### src/rtl/plot_arbiter.sv
// plot_arbiter: burst-granting arbiter that shares the registered pixel-write port between snake and overlay.
// Define PLOT_ARB_TIMEOUT_EN to enable forced release of an owner that stays idle for TIMEOUT cycles.
module plot_arbiter #(
    parameter int XW      = 8,
    parameter int YW      = 7,
    parameter int CW      = 3,
    parameter int TIMEOUT = 255
) (
    input  logic          clk,
    input  logic          rst,
    input  logic          snk_valid,
    input  logic          snk_last,
    input  logic [XW-1:0] snk_x,
    input  logic [YW-1:0] snk_y,
    input  logic [CW-1:0] snk_colour,
    output logic          snk_ready,
    input  logic          ovl_valid,
    input  logic          ovl_last,
    input  logic [XW-1:0] ovl_x,
    input  logic [YW-1:0] ovl_y,
    input  logic [CW-1:0] ovl_colour,
    output logic          ovl_ready,
    input  logic          prio_ovl,
    output logic          plot,
    output logic [XW-1:0] x_out,
    output logic [YW-1:0] y_out,
    output logic [CW-1:0] colour_out,
    output logic [1:0]    owner,
    output logic          timeout
);

    typedef enum logic [1:0] {
        IDLE    = 2'b00,
        GNT_SNK = 2'b01,
        GNT_OVL = 2'b10
    } state_t;

    state_t state, state_nxt;
    logic   last_ovl;
    logic   snk_acc, ovl_acc;
    logic   force_rel;

    if (TIMEOUT < 1) begin : g_bad_timeout
        $error("plot_arbiter: TIMEOUT must be at least 1");
    end

    assign snk_ready = (state == GNT_SNK);
    assign ovl_ready = (state == GNT_OVL);
    assign owner     = state;
    assign snk_acc   = snk_ready & snk_valid;
    assign ovl_acc   = ovl_ready & ovl_valid;

`ifdef PLOT_ARB_TIMEOUT_EN
    localparam int TW = $clog2(TIMEOUT + 1);

    logic [TW-1:0] idle_cnt;
    logic          owner_valid;

    assign owner_valid = snk_acc | ovl_acc;
    // Release fires on the edge where the count of consecutive idle owner cycles reaches TIMEOUT.
    assign force_rel   = (state != IDLE) && !owner_valid && (idle_cnt == TW'(TIMEOUT - 1));

    always_ff @(posedge clk or posedge rst) begin
        if (rst) begin
            idle_cnt <= '0;
            timeout  <= 1'b0;
        end else begin
            timeout <= force_rel;
            if (state == IDLE || owner_valid || force_rel)
                idle_cnt <= '0;
            else
                idle_cnt <= idle_cnt + TW'(1);
        end
    end
`else
    assign force_rel = 1'b0;
    assign timeout   = 1'b0;
`endif

    // NOTE: next state gets its default first so no path through the case can infer a latch.
    always_comb begin
        state_nxt = state;
        unique case (state)
            IDLE: begin
                if (snk_valid && ovl_valid)
                    state_nxt = (prio_ovl || !last_ovl) ? GNT_OVL : GNT_SNK;
                else if (snk_valid)
                    state_nxt = GNT_SNK;
                else if (ovl_valid)
                    state_nxt = GNT_OVL;
            end
            GNT_SNK: if ((snk_acc && snk_last) || force_rel) state_nxt = IDLE;
            GNT_OVL: if ((ovl_acc && ovl_last) || force_rel) state_nxt = IDLE;
            default: state_nxt = IDLE;
        endcase
    end

    // NOTE: all state and output registers use non-blocking assignments so every flop samples pre-edge values.
    always_ff @(posedge clk or posedge rst) begin
        if (rst) begin
            state      <= IDLE;
            last_ovl   <= 1'b1;
            plot       <= 1'b0;
            x_out      <= '0;
            y_out      <= '0;
            colour_out <= '0;
        end else begin
            state <= state_nxt;
            if (state == IDLE && state_nxt != IDLE)
                last_ovl <= (state_nxt == GNT_OVL);
            plot <= snk_acc | ovl_acc;
            if (snk_acc) begin
                x_out      <= snk_x;
                y_out      <= snk_y;
                colour_out <= snk_colour;
            end else if (ovl_acc) begin
                x_out      <= ovl_x;
                y_out      <= ovl_y;
                colour_out <= ovl_colour;
            end
        end
    end

endmodule

### config.mk
export PLATFORM = sky130hd
export DESIGN_NAME = plot_arbiter
export DESIGN_NICKNAME = d
export VERILOG_FILES = /design/src/rtl/plot_arbiter.sv
export SDC_FILE = /design/constraint.sdc
export NUM_CORES = 1
export LEC_CHECK = 0
export BUFFER_PORTS_ARGS = -buffer_cell sky130_fd_sc_hd__buf_2
export CAP_MARGIN = 40
export CORE_MARGIN = 4
export CORE_UTILIZATION = 48
export CTS_CLUSTER_SIZE = 20
export DETAILED_ROUTE_END_ITERATION = 8
export PLACE_DENSITY_LB_ADDON = 0.05
export RECOVER_POWER = 100
export SLEW_MARGIN = 20
export SYNTH_ARGS = -nofsm -noshare
export SYNTH_HDL_FRONTEND = slang
export SYNTH_SLANG_ARGS = --single-unit
### constraint.sdc
create_clock -name clk -period 2.2 [get_ports clk]
set_clock_uncertainty 0.2 [all_clocks]
set_input_delay 0.44 -clock clk [delete_from_list [all_inputs] [get_ports clk]]
set_output_delay 0.44 -clock clk [all_outputs]
set_load 0.005 [all_outputs]
# [Word level (Yosys, flattened, before mapping)]
# Cells that the tools add are included.
[totals] input_bits=43 wordCells=34 n_memories=0 output_inout_bits=24 regBits=22 mem_bits_rw=0 mem_bits_ro=0 latchBits=0
[op_classes] div=0 n_bitwise=3 n_reduce_logical=9 order_cmp=0 n_addsub=0 mul=0 shifts=0 eq_ne=3 mux=13
[op_table] cell="$mux W8" n=2
[op_table] cell="$mux W7" n=2
[op_table] cell="$mux W2" n=6
[op_table] cell="$mux W3" n=2
[op_table] cell="$pmux W2 S3" n=1
[op_table] cell="$eq A2 B2 Y1 const B" n=2
[op_table] cell="$logic_and A1 B1 Y1" n=4
[op_table] cell="$reduce_bool A2 Y1" n=2
[op_table] cell="$and A1 B1 Y1" n=2
[op_table] cell="$eq A2 B1 Y1 const B" n=1
[op_table] cell="$logic_not A2 Y1" n=1
[op_table] cell="$logic_not A1 Y1" n=1
[op_table] cell="$logic_or A1 B1 Y1" n=1
[op_table] cell="$or A1 B1 Y1" n=1

# [Depth between registers and ports, before layout]
# Gate-level depths: netlist of run 1.
[depth] word_depth=7 ltp_mapped=6 depth_no_buf=3

# [Worst setup path after synthesis of run 1]
# OpenSTA, ideal clock, no wires.
[synth_timing] kind="flip-flop to output port" startpoint="register state[0], in the netlist owner[0]" endpoint="output port snk_ready" path_stages_with_launch=4 slack_ps=613 required_ps=1560 path_buffers=2 arrival_time_ps=947 cell_sequence="dfrtp_1 buf_2 buf_2 nor2b_1"
[synth_via] elab_chain_len=1
[synth_rtl] element="start: declaration" line_no="38" text="state_t state, state_nxt;"
[synth_rtl] element="start signal: assignment" line_no="108" text="state <= state_nxt;"
[synth_rtl] element="$eq A2 B1 Y1" line_no="47" text="assign snk_ready = (state == GNT_SNK);"
[synth_rtl] element="end: declaration" line_no="16" text="output logic snk_ready,"
# Every way passes these cells.

# [Worst setup path in the final report of run 1]
[layout_timing] startpoint="register state[1], in the netlist owner[1]" endpoint="register y_out[0]"
[layout_via] elab_chain_len=3
[layout_rtl] element="$eq A2 B1 Y1 / $eq A2 B2 Y1 (equally long branches)" line_no="47, 48"
[layout_rtl] element="$and A1 B1 Y1 (on tied branches)" line_no="50, 51"
[layout_rtl] element="$mux W7 / $reduce_bool A2 Y1 (equally long branches)"
[layout_rtl] element="end signal: assignment" line_no="114" text="y_out <= snk_y;"
[layout_rtl] element="end signal: assignment" line_no="118" text="y_out <= ovl_y;"
[layout_rtl] element="end: declaration" line_no="26" text="output logic [YW-1:0] y_out,"
# Several ways; a longest one is shown, not always the timed one.
# A chain may end at the register's enable or synchronous reset.

==> results of run 1 <==
==> cells in the final DEF (no fill, tap or decap), drive strengths merged <==
cell         synthesis  layout
a211o                1       1
a211oi              10      10
a21oi                1       1
a221oi               8       8
a31oi               11      11
and3                11      11
buf                  9      55
bufinv               0       1
clkbuf               4      17
conb                 1       1
dfrtp               21      21
dfstp                1       1
dlygate4sd3          0       1
inv                 11      11
mux2                 1       1
nand2               21      21
nand2b               1       1
nor2                10      10
nor2b                4       4
nor3                10      10
nor4                 1       1
o21ai                2       2
==> through the flow <==
step                      cell area, sq um  std cells  util, %  power, mW
final                                 1600        230     63.9       2.07
after global routing                  1600        230     63.9       2.26
after CTS                             1640        230     65.7       2.17
after detailed placement              1580        225     63.2       1.84
after global placement                1580        225     63.2       1.81
after floorplan                       1260        139        -       1.50
==> cell usage after synthesis, types with 4 or more instances <==
library cell and instances:
sky130_fd_sc_hd__dfrtp_1 21, sky130_fd_sc_hd__a221oi_2 8, sky130_fd_sc_hd__nor2b_1 4, sky130_fd_sc_hd__nor2_1 10
sky130_fd_sc_hd__inv_1 11, sky130_fd_sc_hd__clkbuf_1 4, sky130_fd_sc_hd__nand2_1 20, sky130_fd_sc_hd__and3_1 11
sky130_fd_sc_hd__nor3_1 10, sky130_fd_sc_hd__a211oi_1 10, sky130_fd_sc_hd__a31oi_1 11, sky130_fd_sc_hd__buf_2 6
==> cell type report <==
class	instances	area (sq um)	area share, %
sequential	22	552	34.5
multi-input combinational	93	572	35.8
clock inverter	1	30.0	1.88
tap	30	37.5	2.35
timing repair buffer	70	343	21.5
inverter	11	41.3	2.58
clock buffer	3	22.5	1.41
==> cells by family after synthesis <==
group	count (synthesis)
other	1
buffers and inverters	24
AO/OA/AOI/OAI	33
flip-flops	22
multiplexers	1
AND/OR/NAND/NOR	58
==> layer usage <==
| layer | track usage (%) | vias to the layer above |
|---|---|---|
| met3 | 3.27 | 4 |
| met2 | 32.8 | 41 |
| met1 | 25.0 | 575 |
| met5 | 0 | - |
| met4 | 5.50 | 0 |
| li1 | - | 617 |
==> final timing paths <==
check | slack (ps) | cells after the start | startpoint | endpoint
worst min-delay path | 120 | 2 | ovl_last | owner[1]$_DFF_PP0_
max in group asynchronous | 830 | 4 | rst | last_ovl$_DFFE_PP1P_
worst min register to register | 340 | 2 | y_out[2]$_DFFE_PP0P_ | y_out[2]$_DFFE_PP0P_
min in group asynchronous | 580 | 4 | rst | colour_out[2]$_DFFE_PP0P_
worst max register to register | 190 | 3 | owner[1]$_DFF_PP0_ | y_out[0]$_DFFE_PP0P_
worst max-delay path | 190 | 3 | owner[1]$_DFF_PP0_ | y_out[0]$_DFFE_PP0P_
==> state kept, by name, summed over array words and instances (netlist names) <==
signal and cells:
x_out 8, plot 1, colour_out 3, owner 2
y_out 7, last_ovl 1
==> what timing repair did <==
action / 4_1_cts / 5_1_grt
hold endpoints to repair: 21 / 0
resized for setup: 0 / 0
hold buffers: 1 / 0
==> power breakdown <==
group          internal (mW)  switching [mW]  leakage (nW)
clock                  0.184           0.132        0.0279
combinational          0.447           0.505         0.544
sequential             0.614           0.194         0.252
total                   1.24           0.830         0.824
==> impl_metrics.xml, run 1 <==
<?xml version="1.0" encoding="UTF-8"?>
<metrics>
  <group name="run_status">
    <metric name="run_status" unit="">completed</metric>
  </group>
  <group name="floorplan">
    <metric name="initial_utilization" unit="%">50.4</metric>
    <metric name="core.rowCount" unit="">18</metric>
    <metric name="floorplan.die.width" unit="microns">59.2</metric>
    <metric name="chipHeight" unit="microns">59.2</metric>
    <metric name="fp.dieArea" unit="sq um">3510</metric>
    <metric name="design.core.area" unit="sq um">2500</metric>
    <metric name="floorplan.io_pins" unit="">67</metric>
  </group>
  <group name="power">
    <metric name="power.ir.vdd_worst" unit="uV">813</metric>
    <metric name="static_leakage_power" unit="nW">0.824</metric>
    <metric name="power.density" unit="nW/um^2">1300</metric>
  </group>
  <group name="critical_path">
    <metric name="cp_cell_sequence" unit="">nand2_4 &gt; mux2_2 &gt; a221oi_1</metric>
    <metric name="timing.critical_path.slowest_cell_delay" unit="ps">710</metric>
    <metric name="cp_max_fo" unit="">20</metric>
    <metric name="worst_path_dominant_cell_family" unit="">flip-flops</metric>
    <metric name="critPathKind" unit="">reg -&gt; reg</metric>
    <metric name="timing.critical_path.from_type" unit="">register</metric>
    <metric name="cp.arrival" unit="ps">2040</metric>
    <metric name="cp_slowest_cell" unit="">sky130_fd_sc_hd__dfrtp_1</metric>
    <metric name="worst-path-buf-inv" unit="">0</metric>
    <metric name="required" unit="ps">2230</metric>
    <metric name="critical_path.endpoint_type" unit="">register</metric>
  </group>
  <group name="job">
    <metric name="cap_viol_max_count" unit="">0</metric>
  </group>
  <group name="synth">
    <metric name="top_post_synthesis_cells_by_area" unit="">sky130_fd_sc_hd__dfrtp_1 (42%), sky130_fd_sc_hd__a221oi_2 (9.5%), sky130_fd_sc_hd__a211oi_1 (6.0%), sky130_fd_sc_hd__nand2_1 (6.0%), sky130_fd_sc_hd__a31oi_1 (5.5%)</metric>
    <metric name="yosys.cell_types.count" unit="">23</metric>
    <metric name="netlist_instances" unit="">139</metric>
    <metric name="synth_largest_type_area_fraction" unit="%">41.7</metric>
    <metric name="yosysTopAreaCell" unit="">sky130_fd_sc_hd__dfrtp_1</metric>
    <metric name="most_frequently_used_flop_master_after_synthesis" unit="">sky130_fd_sc_hd__dfrtp_1</metric>
    <metric name="synth_compound_area_share" unit="%">22.9</metric>
    <metric name="synth_enable_flop_cells" unit="">0</metric>
    <metric name="yosys_register_bits" unit="">22</metric>
    <metric name="yosysSeqAreaShare" unit="%">43.8</metric>
    <metric name="synth.mux.area_fraction" unit="%">1.19</metric>
    <metric name="fraction_of_the_mapped_netlist_area_in_simple_logic_gates" unit="%">22.9</metric>
    <metric name="synth_fp_nets" unit="">182</metric>
    <metric name="synthXorXnorAreaFrac" unit="%">0</metric>
    <metric name="synthArstFlopShare" unit="%">100</metric>
    <metric name="netlist_area" unit="sq um">1260</metric>
    <metric name="area_share_of_fa_ha_maj_cells_after_synthesis" unit="%">0</metric>
    <metric name="number_of_warnings_reported_in_the_yosys_synthesis_log" unit="">0</metric>
    <metric name="postSynthAreaPerCell" unit="sq um">9.06</metric>
    <metric name="synth_top_family_by_area" unit="">compound AO/OA/AOI/OAI gates</metric>
  </group>
  <group name="place">
    <metric name="port_buffers" unit="">65</metric>
    <metric name="hpwlAfterDp" unit="mm">2.46</metric>
    <metric name="routabilityCongestion" unit="">0.744</metric>
    <metric name="dp_slack" unit="ps">291</metric>
  </group>
  <group name="cts">
    <metric name="clock_tree_from_tritoncts" unit="">done</metric>
    <metric name="clkLatencyLatePin" unit="ps">310</metric>
    <metric name="cts.path.max_buffers" unit="">2</metric>
    <metric name="clock_sink_count" unit="">22</metric>
    <metric name="cts_inserted_buffers" unit="">3</metric>
    <metric name="clkSlewWorstSetupHoldPaths" unit="ps">140</metric>
    <metric name="cts_setup_buffers" unit="">0</metric>
    <metric name="cts-htree-levels" unit="">1</metric>
    <metric name="ctsRootBufferMaster" unit="">sky130_fd_sc_hd__clkbuf_4</metric>
  </group>
  <group name="route">
    <metric name="wl_met1" unit="mm">1.47</metric>
    <metric name="post_detailed_route_wirelength_per_cell" unit="microns">14.3</metric>
    <metric name="drcViolationCount" unit="">0</metric>
    <metric name="first_iter_violations" unit="">16</metric>
    <metric name="routed_wirelength" unit="mm">3.30</metric>
    <metric name="detailedRoute.firstPassIterationCount" unit="">4</metric>
    <metric name="ant_nets" unit="">0</metric>
    <metric name="met3RoutedLength" unit="microns">177</metric>
    <metric name="highest-signal-layer" unit="">met4</metric>
    <metric name="total_via_count_in_the_routed_design" unit="">1237</metric>
    <metric name="detailroute.wirelength.met2" unit="mm">1.62</metric>
    <metric name="vias_per_cell" unit="">5.38</metric>
  </group>
  <group name="timing">
    <metric name="worst_hold_slack" unit="ps">117</metric>
    <metric name="postLayoutSetupSlackWorst" unit="ps">185</metric>
    <metric name="final_max_slew_viol_count" unit="">0</metric>
    <metric name="min_period" unit="ps">2010</metric>
    <metric name="finalHoldViolations" unit="">0</metric>
    <metric name="slew_headroom" unit="%">62.3</metric>
    <metric name="setup_tns" unit="ps">0</metric>
    <metric name="fmaxAchievable" unit="MHz">496</metric>
    <metric name="worst_pin_slew" unit="ps">566</metric>
    <metric name="min_period_over_period" unit="%">91.6</metric>
    <metric name="report.final.setup_viol" unit="">0</metric>
    <metric name="unrepaired_setup_endpoints_after_global_routing" unit="">false</metric>
  </group>
  <group name="finish">
    <metric name="final_layout_size_suffix_gt1_share" unit="%">35.0</metric>
    <metric name="num-fill-cells" unit="">248</metric>
    <metric name="finalNetCount" unit="">244</metric>
    <metric name="flow.area_growth_from_synthesis" unit="%">26.9</metric>
    <metric name="num_antenna_cells" unit="">0</metric>
  </group>
  <group name="global_route">
    <metric name="initial_antenna_violation_count" unit="">0</metric>
    <metric name="global_route_usage_sum" unit="%">19.3</metric>
    <metric name="first_pass_grt_wire_length" unit="mm">5.31</metric>
    <metric name="grt_max_degree" unit="">23</metric>
    <metric name="overflow" unit="">0</metric>
    <metric name="grt_pass1_vias" unit="">1252</metric>
  </group>
  <group name="hold_path">
    <metric name="holdCritPathClass" unit="">in -&gt; reg</metric>
  </group>
</metrics>
Power figures use the tool's default switching activity.
==> inputs of run 2 (changes only) <==
PLACE_DENSITY_LB_ADDON = 0.12   (was 0.05)
SETUP_SLACK_MARGIN = 0.5   (was default)
==> run 2 against run 1 <==
- sequential power down 5.8%
- critical path depth unchanged
- hold slack better by 6.7 ps
- first-iteration DRC count grew to 2.8 times the previous value
- via count increased by 6.5%
- final cell count is 2.6% higher
==> impl_metrics.xml, run 2 (synthesis results as in run 1) <==
<?xml version="1.0" encoding="UTF-8"?>
<metrics>
  <group name="run_status">
    <metric name="run_status" unit="">completed</metric>
  </group>
  <group name="place">
    <metric name="placed_instance_area" unit="sq um">1580</metric>
    <metric name="hpwlAfterDp" unit="mm">2.52</metric>
    <metric name="placedCellCount" unit="">225</metric>
    <metric name="port_buffers" unit="">65</metric>
    <metric name="routabilityCongestion" unit="">0.767</metric>
  </group>
  <group name="floorplan">
    <metric name="floorplan.die.width" unit="microns">59.2</metric>
    <metric name="initial_utilization" unit="%">50.4</metric>
    <metric name="floorplan.io_pins" unit="">67</metric>
    <metric name="fp.dieArea" unit="sq um">3510</metric>
    <metric name="chipHeight" unit="microns">59.2</metric>
    <metric name="design.core.area" unit="sq um">2500</metric>
    <metric name="core.rowCount" unit="">18</metric>
  </group>
  <group name="power">
    <metric name="seq_power_share" unit="%">36.4</metric>
    <metric name="cellInternalPower" unit="mW">1.21</metric>
    <metric name="power.ir.vdd_worst" unit="uV">781</metric>
    <metric name="power.density" unit="nW/um^2">1270</metric>
    <metric name="switching_pwr" unit="mW">0.879</metric>
    <metric name="comb_power_share" unit="%">54.3</metric>
    <metric name="power.share.clock" unit="%">9.3</metric>
    <metric name="static_leakage_power" unit="nW">0.844</metric>
    <metric name="power_switching_share" unit="%">42.1</metric>
  </group>
  <group name="hold_path">
    <metric name="min_from" unit="">ovl_last</metric>
    <metric name="worst_hold_path.endpoint" unit="">owner[1]$_DFF_PP0_</metric>
    <metric name="holdCritPathClass" unit="">in -&gt; reg</metric>
    <metric name="hold_depth" unit="">2</metric>
  </group>
  <group name="finish">
    <metric name="flow.area_growth_from_synthesis" unit="%">30.4</metric>
    <metric name="final_common_cell" unit="">sky130_fd_sc_hd__buf_2</metric>
    <metric name="finalNetCount" unit="">250</metric>
    <metric name="reg_top3" unit="">x_out: 8 flops, y_out: 7 flops, colour_out: 3 flops</metric>
    <metric name="layout.cells.most_common_list" unit="">sky130_fd_sc_hd__buf_2 (56), sky130_fd_sc_hd__nand2_1 (20), sky130_fd_sc_hd__dfrtp_1 (20), sky130_fd_sc_hd__clkbuf_1 (12)</metric>
    <metric name="finish.utilization" unit="%">65.7</metric>
    <metric name="registers.top_by_ff_count" unit="">x_out</metric>
    <metric name="num_antenna_cells" unit="">0</metric>
    <metric name="final_layout_size_suffix_gt1_share" unit="%">38.3</metric>
    <metric name="stdcell_area" unit="sq um">1640</metric>
    <metric name="fin_cells" unit="">236</metric>
    <metric name="number_of_flip_flops_in_the_largest_register" unit="">8</metric>
  </group>
  <group name="cts">
    <metric name="clock_sink_count" unit="">22</metric>
    <metric name="ctsRootBufferMaster" unit="">sky130_fd_sc_hd__clkbuf_4</metric>
    <metric name="clock_tree_from_tritoncts" unit="">done</metric>
    <metric name="cts-htree-levels" unit="">1</metric>
    <metric name="clkSlewWorstSetupHoldPaths" unit="ps">130</metric>
    <metric name="cts_inserted_buffers" unit="">3</metric>
    <metric name="cts.path.max_buffers" unit="">2</metric>
    <metric name="clkLatencyLatePin" unit="ps">300</metric>
  </group>
  <group name="global_route">
    <metric name="grt_pass1_vias" unit="">1298</metric>
    <metric name="overflow" unit="">0</metric>
    <metric name="grt_max_degree" unit="">37</metric>
    <metric name="global_route_usage_sum" unit="%">20.7</metric>
    <metric name="first_pass_grt_wire_length" unit="mm">5.62</metric>
    <metric name="initial_antenna_violation_count" unit="">0</metric>
  </group>
  <group name="critical_path">
    <metric name="cp.arrival" unit="ps">1790</metric>
    <metric name="cp_slowest_cell" unit="">sky130_fd_sc_hd__clkbuf_2</metric>
    <metric name="critical_path.endpoint_type" unit="">register</metric>
    <metric name="r2r_setup_slack" unit="ps">410</metric>
    <metric name="timing.critical_path.from_type" unit="">register</metric>
    <metric name="required" unit="ps">2210</metric>
    <metric name="cp_cell_sequence" unit="">clkbuf_2 &gt; nor3_1 &gt; nor4_1</metric>
    <metric name="cp_max_fo" unit="">36</metric>
    <metric name="critPathKind" unit="">reg -&gt; reg</metric>
    <metric name="r2r-end" unit="">owner[0]$_DFF_PP0_</metric>
    <metric name="rr_startpoint" unit="">owner[0]$_DFF_PP0_</metric>
    <metric name="worst_reg_to_reg_path_cell_count" unit="">3</metric>
    <metric name="timing.critical_path.slowest_cell_delay" unit="ps">620</metric>
  </group>
  <group name="timing">
    <metric name="unrepaired_setup_endpoints_after_global_routing" unit="">true</metric>
    <metric name="report.final.setup_viol" unit="">0</metric>
    <metric name="final_max_slew_viol_count" unit="">0</metric>
    <metric name="finalHoldViolations" unit="">0</metric>
    <metric name="slew_headroom" unit="%">48.9</metric>
    <metric name="setup_tns" unit="ps">0</metric>
    <metric name="min_period_over_period" unit="%">81.2</metric>
    <metric name="worst_pin_slew" unit="ps">766</metric>
    <metric name="min_period" unit="ps">1790</metric>
    <metric name="fmaxAchievable" unit="MHz">560</metric>
    <metric name="worst_hold_slack" unit="ps">123</metric>
  </group>
  <group name="route">
    <metric name="ant_nets" unit="">0</metric>
    <metric name="detailedRoute.firstPassIterationCount" unit="">4</metric>
    <metric name="post_detailed_route_wirelength_per_cell" unit="microns">14.8</metric>
    <metric name="total_via_count_in_the_routed_design" unit="">1317</metric>
    <metric name="first_iter_violations" unit="">44</metric>
    <metric name="drcViolationCount" unit="">0</metric>
    <metric name="routed_wirelength" unit="mm">3.49</metric>
    <metric name="vias_per_cell" unit="">5.58</metric>
  </group>
  <group name="job">
    <metric name="cap_viol_max_count" unit="">0</metric>
  </group>
</metrics>
-- run 2: cell types whose count changed in the layout (fill, tap and decap cells not counted), sizes merged --
cell    previous run  this run
mux2               1         2
buf               55        61
bufinv             1         0
-- run 2: routing by layer --
layer / wire (microns) / track usage [%]
met1: 1440 / 25.8
met2: 1770 / 36.5
met3: 255 / 3.92
met4: 16 / 5.18
met5: 0 / 0
-- run 2: stage by stage --
step	setup WS, ps	power [mW]
floorplan	613	1.50
detailed placement	312	1.86
CTS	509	2.10
global route	267	2.28
finish	413	2.09
global placement	389	1.81
-- run 2: worst max-delay path by stage --
stage                       start              endpoint  slack [ps]  depth (start not counted)
4_1_cts        owner[1]$_DFF_PP0_  y_out[2]$_DFFE_PP0P_         510                          3
3_5_place_dp            ovl_valid  y_out[2]$_DFFE_PP0P_         310                          4
5_1_grt        owner[0]$_DFF_PP0_    owner[0]$_DFF_PP0_         270                          3
2_1_floorplan  owner[0]$_DFF_PP0_             snk_ready         610                          3
3_3_place_gp            ovl_valid  x_out[7]$_DFFE_PP0P_         390                          4
6_report       owner[0]$_DFF_PP0_    owner[0]$_DFF_PP0_         410                          3
-- run 2: area by class of cell --
cell class              instances  area (sq um)
fillers                       235           858
multi-input cells              94           604
flip-flops and latches         22           553
repair buffers                 75           379
inverters                      11          41.3
well taps                      30          37.5
clock buffers                   4          26.3
-- run 2: what timing repair did --
action | 4_1_cts | 5_1_grt
setup buffers | 3 | 2
hold endpoints to repair | 11 | 0
resized for setup | 3 | 3
hold buffers | 1 | 0
cloned | 0 | 1
endpoints found under the setup margin | 13 | 18
pin swaps | 0 | 0
-- run 2: power by group through the flow --
stage,registers (mW),clock network (mW),logic (mW)
5_1_grt,0.799,0.213,1.27
3_5_place_dp,0.788,0,1.08
2_1_floorplan,0.759,0,0.737
6_report,0.761,0.194,1.13
3_3_place_gp,0.779,0,1.03
4_1_cts,0.761,0.197,1.15
-- run 2: critical path: cells and delay by family (launching register included) --
family                 cells  cell delay, ps
buffers and inverters      1             620
and+or+nand+nor            2             450
DFF                        1             420
==> inputs of run 3 (changes only) <==
CORE_UTILIZATION = 40   (was 48)
clock period = 1.5 ns   (was 2.2 ns; I/O delays follow)
==> run 3 against run 2 <==
- combinational power increased by 150%
- the flow now finishes with violations (negative hold slack, negative setup slack)
- hold slack lost 220 ps
- core utilization grew 4.8 points
- critical endpoint is now ovl_ready
- flip-flop and latch count is the same
- largest power group unchanged
- global-route usage decreased by 1.5 points
==> impl_metrics.xml, run 3 (synthesis results as in run 1) <==
<?xml version="1.0" encoding="UTF-8"?>
<metrics>
  <group name="run_status">
    <metric name="run_status" unit="">complete, but fails checks</metric>
    <metric name="violations" unit="">negative hold slack, negative setup slack</metric>
  </group>
  <group name="finish">
    <metric name="num_antenna_cells" unit="">0</metric>
    <metric name="layout.cells.most_common_list" unit="">sky130_fd_sc_hd__buf_2 (60), sky130_fd_sc_hd__buf_4 (29), sky130_fd_sc_hd__nand2_1 (20), sky130_fd_sc_hd__dfrtp_1 (20)</metric>
    <metric name="stdcell_area" unit="sq um">2130</metric>
    <metric name="multi_input_logic_area" unit="sq um">749</metric>
    <metric name="number_of_flip_flops_in_the_largest_register" unit="">8</metric>
    <metric name="final_layout_size_suffix_gt1_share" unit="%">59.9</metric>
    <metric name="ff_latch_area" unit="sq um">553</metric>
    <metric name="finalNetCount" unit="">281</metric>
    <metric name="flow.area_growth_from_synthesis" unit="%">69.6</metric>
    <metric name="num-fill-cells" unit="">244</metric>
    <metric name="registers.top_by_ff_count" unit="">x_out</metric>
    <metric name="final_common_cell" unit="">sky130_fd_sc_hd__buf_2</metric>
    <metric name="reg_top3" unit="">x_out: 8 flops, y_out: 7 flops, colour_out: 3 flops</metric>
  </group>
  <group name="critical_path">
    <metric name="setup.worst_path.end" unit="">ovl_ready</metric>
    <metric name="cp_max_fo" unit="">5</metric>
    <metric name="critPathKind" unit="">reg -&gt; out</metric>
    <metric name="rr_startpoint" unit="">owner[1]$_DFF_PP0_</metric>
    <metric name="timing.critical_path.from_type" unit="">register</metric>
    <metric name="r2r_setup_slack" unit="ps">-100</metric>
    <metric name="cp_slowest_cell" unit="">sky130_fd_sc_hd__dfrtp_1</metric>
    <metric name="critical_path.endpoint_type" unit="">output pin</metric>
    <metric name="r2r-end" unit="">owner[1]$_DFF_PP0_</metric>
    <metric name="timing.critical_path.slowest_cell_delay" unit="ps">430</metric>
    <metric name="worst_reg_to_reg_path_cell_count" unit="">7</metric>
    <metric name="crit_path_start" unit="">owner[1]$_DFF_PP0_</metric>
    <metric name="worst-path-buf-inv" unit="">2</metric>
    <metric name="cp.arrival" unit="ps">1120</metric>
    <metric name="required" unit="ps">1000</metric>
    <metric name="count_of_cell_instances_traversed_by_the_critical_path" unit="">3</metric>
    <metric name="cp_cell_sequence" unit="">buf_6 &gt; nor2b_4 &gt; buf_2</metric>
    <metric name="worst_path_dominant_cell_family" unit="">flip-flops</metric>
  </group>
  <group name="power">
    <metric name="comb_power_share" unit="%">65.6</metric>
    <metric name="static_leakage_power" unit="nW">1.09</metric>
    <metric name="switching_pwr" unit="mW">1.63</metric>
    <metric name="power_switching_share" unit="%">38.4</metric>
    <metric name="seq_power_share" unit="%">26.3</metric>
    <metric name="cellInternalPower" unit="mW">2.61</metric>
    <metric name="power.ir.vdd_worst" unit="uV">773</metric>
    <metric name="power.share.clock" unit="%">8.1</metric>
    <metric name="power.density" unit="nW/um^2">1980</metric>
    <metric name="totalPowerFinal" unit="mW">4.24</metric>
  </group>
  <group name="hold_path">
    <metric name="holdCritPathClass" unit="">in -&gt; async</metric>
  </group>
  <group name="cts">
    <metric name="cts_inserted_buffers" unit="">3</metric>
    <metric name="ctsRootBufferMaster" unit="">sky130_fd_sc_hd__clkbuf_4</metric>
    <metric name="clock_sink_count" unit="">22</metric>
    <metric name="cts.path.max_buffers" unit="">2</metric>
    <metric name="clock_tree_from_tritoncts" unit="">done</metric>
    <metric name="clkSlewWorstSetupHoldPaths" unit="ps">130</metric>
    <metric name="cts-htree-levels" unit="">1</metric>
    <metric name="clkLatencyLatePin" unit="ps">310</metric>
  </group>
  <group name="route">
    <metric name="routed_wirelength" unit="mm">4.34</metric>
    <metric name="drcViolationCount" unit="">0</metric>
    <metric name="total_via_count_in_the_routed_design" unit="">1410</metric>
    <metric name="post_detailed_route_wirelength_per_cell" unit="microns">15.4</metric>
    <metric name="ant_nets" unit="">0</metric>
    <metric name="detailedRoute.firstPassIterationCount" unit="">4</metric>
    <metric name="first_iter_violations" unit="">78</metric>
    <metric name="vias_per_cell" unit="">5.02</metric>
  </group>
  <group name="global_route">
    <metric name="global_route_usage_sum" unit="%">19.2</metric>
    <metric name="grt_max_degree" unit="">23</metric>
    <metric name="overflow" unit="">0</metric>
    <metric name="grt_use_met1" unit="%">24.9</metric>
    <metric name="initial_antenna_violation_count" unit="">0</metric>
    <metric name="first_pass_grt_wire_length" unit="mm">6.35</metric>
    <metric name="grt_pass1_vias" unit="">1380</metric>
    <metric name="grt_util_met3" unit="%">4.04</metric>
    <metric name="grt_most_used_layer" unit="">met2</metric>
    <metric name="met2_use_gr" unit="%">32.5</metric>
  </group>
  <group name="timing">
    <metric name="final_max_slew_viol_count" unit="">0</metric>
    <metric name="finalHoldViolations" unit="">22</metric>
    <metric name="fmaxAchievable" unit="MHz">617</metric>
    <metric name="report.final.setup_viol" unit="">15</metric>
    <metric name="min_period" unit="ps">1620</metric>
    <metric name="postLayoutSetupSlackWorst" unit="ps">-120</metric>
    <metric name="worst_hold_slack" unit="ps">-95.5</metric>
    <metric name="worst_pin_slew" unit="ps">587</metric>
    <metric name="slew_headroom" unit="%">60.8</metric>
    <metric name="unrepaired_setup_endpoints_after_global_routing" unit="">true</metric>
    <metric name="min_period_over_period" unit="%">108</metric>
  </group>
  <group name="floorplan">
    <metric name="initial_utilization" unit="%">41.6</metric>
    <metric name="chipHeight" unit="microns">64.1</metric>
    <metric name="fp.dieArea" unit="sq um">4110</metric>
    <metric name="core.rowCount" unit="">20</metric>
    <metric name="floorplan.die.width" unit="microns">64.1</metric>
    <metric name="design.core.area" unit="sq um">3030</metric>
    <metric name="floorplan.io_pins" unit="">67</metric>
  </group>
  <group name="place">
    <metric name="placed_instance_area" unit="sq um">1660</metric>
    <metric name="port_buffers" unit="">65</metric>
    <metric name="hpwlAfterDp" unit="mm">2.46</metric>
    <metric name="routabilityCongestion" unit="">0.735</metric>
  </group>
  <group name="job">
    <metric name="cap_viol_max_count" unit="">0</metric>
  </group>
</metrics>
## run 3: how the worst min path moves through the flow
| stage | startpoint | endpoint | slack, ps | cells past startpoint |
|---|---|---|---|---|
| detailed placement | rst | plot$_DFF_PP0_ | 160 | 3 |
| floorplan | rst | colour_out[0]$_DFFE_PP0P_ | 90 | 1 |
| global route | rst | y_out[4]$_DFFE_PP0P_ | -50 | 3 |
| global placement | rst | plot$_DFF_PP0_ | 150 | 3 |
| CTS | rst | y_out[4]$_DFFE_PP0P_ | -200 | 3 |
| finish | rst | y_out[4]$_DFFE_PP0P_ | -100 | 3 |
## run 3: worst register-to-register path, cell delays in order, from the launching register on
cell	delay, ps
sky130_fd_sc_hd__dfrtp_1	400
sky130_fd_sc_hd__buf_6	140
sky130_fd_sc_hd__buf_4	110
sky130_fd_sc_hd__buf_6	80
sky130_fd_sc_hd__buf_6	110
sky130_fd_sc_hd__nor2_1	60
sky130_fd_sc_hd__a211o_1	280
sky130_fd_sc_hd__a31oi_1	160
## run 3: metrics by stage
step / instances / util, % / hold slack [ps] / setup slack [ps] / setup TNS (ps)
CTS: 266 / 62.9 / -196 / -102 / -748
detailed placement: 246 / 54.8 / 158 / 24.2 / 0
finish: 281 / 70.5 / -95.5 / -120 / -1150
global route: 281 / 70.5 / -53.1 / -148 / -1740
global placement: 246 / 54.8 / 153 / 58.3 / 0
floorplan: 139 / - / 88.5 / 16.6 / 0
## run 3: layout make-up
class                   count  area share [%]
multi-input cells          94            35.1
flip-flops and latches     22            25.9
clock buffers               4            1.70
repair buffers            106            32.8
well taps                  44            2.58
inverters                  11            1.93
## run 3: layer usage
metal  wire length [microns]  vias up  share of wire, %
met5                       0        -                 0
met4                      27        0              0.62
met3                     273        4               6.3
met2                    2270       55                52
met1                    1770      657                41
li1                        -      694                 -
## run 3: power by group through the flow
| stage | sequential, mW | clock, mW | combinational (mW) |
|---|---|---|---|
| after floorplan | 1.12 | 0 | 1.14 |
| after global placement | 1.11 | 0 | 1.65 |
| after detailed placement | 1.12 | 0 | 1.69 |
| after CTS | 1.08 | 0.348 | 2.23 |
| after global routing | 1.15 | 0.374 | 3.00 |
| final | 1.11 | 0.344 | 2.78 |
## run 3: timing repair
action,in CTS,in global routing
hold endpoints to repair,22,22
setup buffers,14,14
resized for setup,22,24
gates cloned,2,1
endpoints found under the setup margin,45,45
pin swaps,3,14
